### src/rtl/game_status_pkg.sv
// Shared types and constants for the game-status encoder and the status-LED driver.
package game_status_pkg;

    typedef enum logic [1:0] {
        GS_PAUSED = 2'b00,
        GS_WIN    = 2'b01,
        GS_LOSE   = 2'b10,
        GS_RUN    = 2'b11
    } game_state_t;

    // RGB colours the LED driver shows per code; running shows the LED off.
    localparam logic [2:0] LED_PAUSED = 3'b001;
    localparam logic [2:0] LED_WIN    = 3'b010;
    localparam logic [2:0] LED_LOSE   = 3'b100;
    localparam logic [2:0] LED_OFF    = 3'b000;

    function automatic int hold_timer_w(input int hold_cycles);
        int w;
        w = $clog2(hold_cycles + 1);
        return (w < 1) ? 1 : w;
    endfunction

endpackage

### src/rtl/game_state_fsm.sv
// One game: lifecycle FSM, WIN/LOSE hold timer and win/loss counters.
// Counters exist only when GAME_STATUS_SCORE_EN is defined; otherwise the score outputs are 0.
module game_state_fsm
    import game_status_pkg::*;
#(
    parameter int HOLD_CYCLES = 50_000_000,
    parameter int SCORE_W     = 8
) (
    input  logic               clk,
    input  logic               rst,
    input  logic               start,
    input  logic               pause,
    input  logic               win,
    input  logic               lose,
    output logic [1:0]         state,
    output logic [SCORE_W-1:0] wins,
    output logic [SCORE_W-1:0] losses
);

    localparam int TW = hold_timer_w(HOLD_CYCLES);
    localparam logic [TW-1:0] LAST = (HOLD_CYCLES > 0) ? TW'(HOLD_CYCLES - 1) : '0;
    localparam bit HOLD_EN = (HOLD_CYCLES > 0);

    game_state_t cur, nxt;
    logic [TW-1:0] timer;
    logic          holding;
    logic          expire;

    assign holding = (cur == GS_WIN) || (cur == GS_LOSE);
    assign expire  = HOLD_EN && (timer == LAST);

    always_comb begin
        nxt = cur;
        case (cur)
            GS_PAUSED: if (start || pause) nxt = GS_RUN;
            GS_RUN: begin
                if (lose)       nxt = GS_LOSE;
                else if (win)   nxt = GS_WIN;
                else if (pause) nxt = GS_PAUSED;
            end
            GS_WIN, GS_LOSE: begin
                if (start)       nxt = GS_RUN;
                else if (expire) nxt = GS_PAUSED;
            end
            default: nxt = GS_PAUSED;
        endcase
    end

    always_ff @(posedge clk) begin
        if (rst) begin
            cur   <= GS_PAUSED;
            timer <= '0;
        end else begin
            cur <= nxt;
            // Timer restarts on any state change; with no hold limit it stays at zero.
            if (HOLD_EN && holding && (nxt == cur))
                timer <= timer + 1'b1;
            else
                timer <= '0;
        end
    end

    assign state = cur;

`ifdef GAME_STATUS_SCORE_EN
    logic to_win, to_lose;
    assign to_win  = (cur == GS_RUN) && (nxt == GS_WIN);
    assign to_lose = (cur == GS_RUN) && (nxt == GS_LOSE);

    always_ff @(posedge clk) begin
        if (rst) begin
            wins   <= '0;
            losses <= '0;
        end else begin
            if (to_win && (wins != '1))
                wins <= wins + 1'b1;
            if (to_lose && (losses != '1))
                losses <= losses + 1'b1;
        end
    end
`else
    assign wins   = '0;
    assign losses = '0;
`endif

endmodule

### src/rtl/game_status_encoder.sv
// Two independent game-status FSMs driving the 2-bit LED status codes.
// Optional score counters are enabled with GAME_STATUS_SCORE_EN.
module game_status_encoder
    import game_status_pkg::*;
#(
    parameter int HOLD_CYCLES = 50_000_000,
    parameter int SCORE_W     = 8
) (
    input  logic               clk,
    input  logic               rst,
    input  logic               g1_start,
    input  logic               g1_pause,
    input  logic               g1_win,
    input  logic               g1_lose,
    input  logic               g2_start,
    input  logic               g2_pause,
    input  logic               g2_win,
    input  logic               g2_lose,
    output logic [1:0]         game1_state,
    output logic [1:0]         game2_state,
    output logic [SCORE_W-1:0] g1_wins,
    output logic [SCORE_W-1:0] g1_losses,
    output logic [SCORE_W-1:0] g2_wins,
    output logic [SCORE_W-1:0] g2_losses
);

    game_state_fsm #(.HOLD_CYCLES(HOLD_CYCLES), .SCORE_W(SCORE_W)) u_game1 (
        .clk    (clk),
        .rst    (rst),
        .start  (g1_start),
        .pause  (g1_pause),
        .win    (g1_win),
        .lose   (g1_lose),
        .state  (game1_state),
        .wins   (g1_wins),
        .losses (g1_losses)
    );

    game_state_fsm #(.HOLD_CYCLES(HOLD_CYCLES), .SCORE_W(SCORE_W)) u_game2 (
        .clk    (clk),
        .rst    (rst),
        .start  (g2_start),
        .pause  (g2_pause),
        .win    (g2_win),
        .lose   (g2_lose),
        .state  (game2_state),
        .wins   (g2_wins),
        .losses (g2_losses)
    );

endmodule

### config.mk
export PLATFORM = sky130hd
export DESIGN_NAME = game_status_encoder
export DESIGN_NICKNAME = d
export VERILOG_FILES = /design/src/rtl/game_status_pkg.sv /design/src/rtl/game_state_fsm.sv /design/src/rtl/game_status_encoder.sv
export SDC_FILE = /design/constraint.sdc
export NUM_CORES = 1
export LEC_CHECK = 0
export CAP_MARGIN = 10
export CORE_ASPECT_RATIO = 0.9
export CORE_MARGIN = 1.5
export CORE_UTILIZATION = 39
export DETAILED_ROUTE_END_ITERATION = 7
export DONT_BUFFER_PORTS = 1
export PLACE_DENSITY = 0.49
export SLEW_MARGIN = 20
export SYNTH_ARGS = -nofsm -noshare
export SYNTH_HDL_FRONTEND = slang
export SYNTH_SLANG_ARGS = --single-unit
export TNS_END_PERCENT = 5
### constraint.sdc
create_clock -name clk -period 3.3 [get_ports clk]
set_input_delay 0.99 -clock clk [delete_from_list [all_inputs] [get_ports clk]]
set_output_delay 0.99 -clock clk [all_outputs]
set_load 0.02 [all_outputs]
==> results.toml <==
[finish]
final_common_cell = "nor2_1"
final_cell_mix = "nor2_1, dfxtp_1, conb_1, nand3_1, xor2_1"
fillers = 771
antenna_cells = 0
drive_above_1_share = 0.0529
area_growth_pct = 2.84
stdcell_count = 455
final_util = 0.414
nets = 374
multiInputGateArea_sq_um = 1710
seq_area_sq_um = 1120

[synth]
synth.cell_area_sq_um = 3040
synth-seq-cells = 56
synth_edf_count = 0
yosysUniqueCellTypes = 47
synth_top_cell_area_share = 0.369
ys_seq_area_frac = 0.369
synth_area_leaders = "dfxtp_1, nor2_1, buf_4"
synth.avg_cell_area_sq_um = 8.54
netlist_instances = 356
ys.flop_type = "dfxtp_1"
yosysTopAreaCell = "dfxtp_1"
async_reset_ff_frac = 0
ys.warnings.count = 0

[critical_path]
crit_start = "u_game1.state[1]"
reg2reg_from = "u_game1.state[1]"
cp-endpoint = "u_game1.timer[19]"
path_delay_family = "compound AO/OA/AOI/OAI gates"
crit_slowest_cell = "dfxtp_1"
worstSetupEndpointType = "flip-flop"
cp_data_required_time_ps = 3500
max_stage_delay_ps = 560
cp_max_fo = 18
cp.arrival_ps = 2650
cp_cell_sequence = "inv_1, ha_1, or2_2, o22ai_1, a32oi_1, o2111ai_4, buf_4, nor2_1"
cp-start-kind = "flip-flop"
cp.depth = 8
reg2reg_to = "u_game1.timer[19]"
cp_num_buf_inv = 2
reg2reg_depth = 8
crit_type = "flip-flop to flip-flop"
ff2ff_setup_slack_ps = 850

[worst_hold_path]
hold_class = "flip-flop to flip-flop"
hold_start = "u_game1.timer[0]"

[clock_network]
cts_made_buffers = 5
cts_tree = "built"
cts_resized = 0
cts_setup_buffers = 0
ctsHoldBuffers = 0
ctsRootBufferMaster = "clkbuf_8"
cts_htree_levels = 2
cts.sinks = 56
cts_max_path_buffers = 2
worstSkewPairLatency_ps = 310
clk_pin_slew_ps = 90

[drt]
wl_microns = 5500
route.detailed.drc = 0
ant_nets = 0
post_drt_wl_per_cell_microns = 12.1
vias = 2204
via_per_inst = 4.84
drt_iter0_drc = 87
first_pass_iters = 4

[power]
switchingPower_uw = 569
finalPower_uw = 1670
leakage_uw = 0.00105
p_int_uw = 1100
seq_power_share = 0.465
combinationalPowerShare = 0.271
ir_drop_uv = 255
p_per_area_nw_per_um2 = 534
p_clk_frac = 0.265
swShare = 0.341

[global_routing]
grt_antenna_before_repair = 0
grt_max_degree = 27
grt_pass1_vias = 1980
grt.overflow.total = 0
grt_use_total = 0.138
grt_pass1_wl_microns = 9020

[die]
die_area_sq_um = 8330
start_util = 0.403
pin_count = 46
rows = 30
fp.dieH_microns = 86.7
coreArea_sq_um = 7540
die_w_microns = 96.1

[sta]
setup_violations = 0
slew_headroom = 0.607
hold_viol_final = 0
fmax_mhz = 408
holdWs_ps = 464
finalClockSkew_ps = 9.27
fin_tns_setup_ps = 0
rsz0062_at_grt = "no"
drv_slew = 0
post-route-period-util = 0.744
layout_min_cycle_time_ps = 2450
tightest_slew_ps = 589

[placed_design]
dp.cells = 446
dp_hpwl_microns = 3910
io_buffer_count = 0
place.gp.congestion = 0.719

[run]
drv_cap = 0

[outcome]
status = "completed"
[flip-flops by register name (all words and copies together), names as in the netlist]
register	flops
u_game1.timer	26
u_game2.timer	26
u_game1.state	2
u_game2.state	2
[area by class of cell]
type	count	share of cell area
clock buffers	6	0.0232
clock inverters	2	0.0112
inverters	11	0.0132
multi-input cells	281	0.547
flip-flops and latches	56	0.359
well taps	96	0.0384
repair buffers	3	0.00841
[cell usage after synthesis (2+ instances only)]
cell type / number
nor3_1: 7
nor2_1: 65
ha_1: 6
nand4_1: 10
a31oi_1: 3
o21a_1: 3
xnor2_1: 23
inv_1: 11
buf_4: 32
a211oi_1: 2
and2_1: 2
nand2_1: 19
nand2b_1: 3
nor3b_1: 2
buf_2: 2
nor2b_1: 2
and4_1: 5
clkbuf_1: 3
xor2_1: 25
nor4_1: 7
buf_6: 2
dfxtp_1: 56
a21oi_1: 5
o21ai_0: 2
nand3_1: 25
and3_1: 10
or2_2: 2
nor4bb_1: 3
[logic make-up after synthesis]
family                     share of synthesized area
buffers and inverters                          0.107
and+or+nand+nor                                0.286
adders and majority gates                     0.0247
other                                        0.00123
xor gates and xnor gates                       0.138
DFF                                            0.369
AOI/OAI and AO/OA                             0.0737
[power groups by stage]
stage | registers, uW | logic (uW) | clock network [uW]
floorplan | 789 | 399 | 0
global placement | 791 | 446 | 0
detailed placement | 791 | 444 | 0
CTS | 776 | 446 | 464
global route | 782 | 502 | 486
finish | 776 | 452 | 442
[how the worst min path moves through the flow]
stage / endpoint / slack, ps / depth (start not counted)
global route: u_game1.timer[0] / 490 / 1
floorplan: u_game1.timer[0] / 420 / 1
detailed placement: u_game1.timer[0] / 450 / 1
global placement: u_game1.timer[0] / 430 / 1
CTS: u_game1.timer[0] / 470 / 1
finish: u_game1.timer[0] / 460 / 1
[metal layers]
layer,track usage,routed length (microns),vias to the layer above
met5,0,0,-
met4,0.0521,80,0
li1,-,-,1153
met3,0.0298,288,8
met1,0.202,2950,985
met2,0.197,2170,58
[through the flow]
stage                     setup slack (ps)  area [sq um]
after CTS                              620          3110
final                                  846          3130
after floorplan                        838          3160
after global placement                 618          3010
after global routing                   657          3130
after detailed placement               566          3010
(Power assumes the default switching activity.)
==> variant 1: new RTL, config.mk and constraints unchanged <==
Register the output `g2_wins`; this adds one clock of latency there. The other outputs are not delayed to match.
--- a/src/rtl/game_status_encoder.sv
+++ b/src/rtl/game_status_encoder.sv
@@ -24,6 +24,8 @@
     output logic [SCORE_W-1:0] g2_losses
 );
 
+    logic [SCORE_W-1:0] g2_wins_d;
+
     game_state_fsm #(.HOLD_CYCLES(HOLD_CYCLES), .SCORE_W(SCORE_W)) u_game1 (
         .clk    (clk),
         .rst    (rst),
@@ -44,9 +46,13 @@
         .win    (g2_win),
         .lose   (g2_lose),
         .state  (game2_state),
-        .wins   (g2_wins),
+        .wins   (g2_wins_d),
         .losses (g2_losses)
     );
 
+    always_ff @(posedge clk) begin
+        g2_wins <= g2_wins_d;
+    end
+
 endmodule
 
Formal check against the unedited RTL: equivalent (equiv_simple and equiv_induct, registers matched by name and starting in step).
==> variant 1 against the unedited design <==
Total power increased by 2.7%; synthesized area decreased by 0.33%; worst setup slack worse by 0.033 ns; hold slack improved by 0.020 ns; sequential cell count is the same; design area decreased by 1.0%; routed wire length decreased by 4.2%; cell count increased by 0.88%.
==> variant 1: results (changes against the unedited design) <==
| Metric | Value |
|---|---|
| Signal buffers | `1 (-2)` |
| First-pass GRT wire length | `9160 um (+1.6%)` |
| Final-layout clock buffer total | `5 (-1)` |
| Drt initial violations | `88 (+1.1%)` |
| Worst-case reg-to-reg path depth | `5 (-3)` |
| Critical R2R Launch | `u_game1.state[0]$_SDFF_PP0_` |
| Ratio of cells with drive above 1 in the final layout | `4.13% (-1.2 points)` |
| RD Place Congestion | `0.747 (+3.8%)` |
| Met1 usage | `18.7% (-1.5 points)` |
| Final non-filler cell total | `459 (+0.88%)` |
| Syn Area/Cell | `8.32 um^2 (-2.5%)` |
| Met3 wire len | `250 um (-13%)` |
| Placed Area | `2980 um^2 (-0.83%)` |
| Post-DP HPWL | `3740 um (-4.4%)` |
| Vias per cell | `4.87 (+0.61%)` |
| Crit path DAT | `2.66 ns (about the same)` |
| Final WL | `5260 um (-4.2%)` |
| Non-clock buffer share | `0.243% (-0.60 points)` |
| Met2 WL post-DR | `2140 um (-1.7%)` |
| Die area | `8310 um^2 (-0.31%)` |
| Post-place setup slack | `0.728 ns (+0.161 ns)` |
| Nets@finish | `378 (+1.1%)` |
| Wire length on met1 | `2820 um (-4.5%)` |
| GRT met3 Usage | `3.25% (+0.26 points)` |
| Worst clock skew | `0.00623 ns (-0.00304 ns)` |
| Run status | `finished, final reports clean` |
| Non-clock inverter total of the final layout | `9 (-2)` |
| Peak supply drop | `0.183 mV (-28%)` |
| Seq/total area | `36.2% (+0.38 points)` |
| Inst Count DP | `451 (+1.1%)` |
| Met2 usage | `21.8% (+2.0 points)` |
| Sequential area share after synthesis | `37.0% (+0.12 points)` |
| NetSw | `0.612 mW (+7.4%)` |
| Fraction of area in multi-input gates | `54.9% (+0.25 points)` |
variant 1: cell types whose count changed after synthesis, sizes merged, moves of 5 or more:
cell and change:
xor2 +15, a211oi +5, nor3 -5, nand2 +5, xnor2 -15, a21oi +6
variant 1: cell families after synthesis:
kind of cell | share of synthesized area (%)
DFF | 37.0
adders and majority gates | 2.48
buffers and inverters | 10.7
other | 0.124
AOI/OAI and AO/OA | 6.69
and+or+nand+nor | 29.1
xor gates and xnor gates | 13.9
variant 1: how the worst min path moves through the flow:
stage	end	depth (start not counted)	slack (ns)	start
CTS	u_game2.timer[0]$_SDFF_PP0_	1	0.49	u_game2.timer[0]$_SDFF_PP0_
global placement	u_game1.timer[0]$_SDFF_PP0_	1	0.46	u_game1.timer[0]$_SDFF_PP0_
finish	u_game2.timer[0]$_SDFF_PP0_	1	0.48	u_game2.timer[0]$_SDFF_PP0_
floorplan	u_game1.timer[0]$_SDFF_PP0_	1	0.44	u_game1.timer[0]$_SDFF_PP0_
global route	u_game1.timer[0]$_SDFF_PP0_	1	0.53	u_game1.timer[0]$_SDFF_PP0_
detailed placement	u_game2.timer[0]$_SDFF_PP0_	1	0.47	u_game2.timer[0]$_SDFF_PP0_
variant 1: power groups by stage:
| stage | Combinational [mW] | Clock [mW] | Sequential (mW) |
|---|---|---|---|
| floorplan | 0.439 | 0 | 0.804 |
| finish | 0.466 | 0.444 | 0.806 |
| detailed placement | 0.471 | 0 | 0.823 |
| global route | 0.532 | 0.493 | 0.818 |
| CTS | 0.473 | 0.471 | 0.807 |
| global placement | 0.470 | 0 | 0.824 |
variant 1: worst max-delay path, cell delays in order, from the launching register on:
cell,delay [ns]
dfxtp_1,0.60
inv_1,0.15
ha_1,0.29
or4_1,0.58
o211ai_4,0.61
nor2_1,0.11
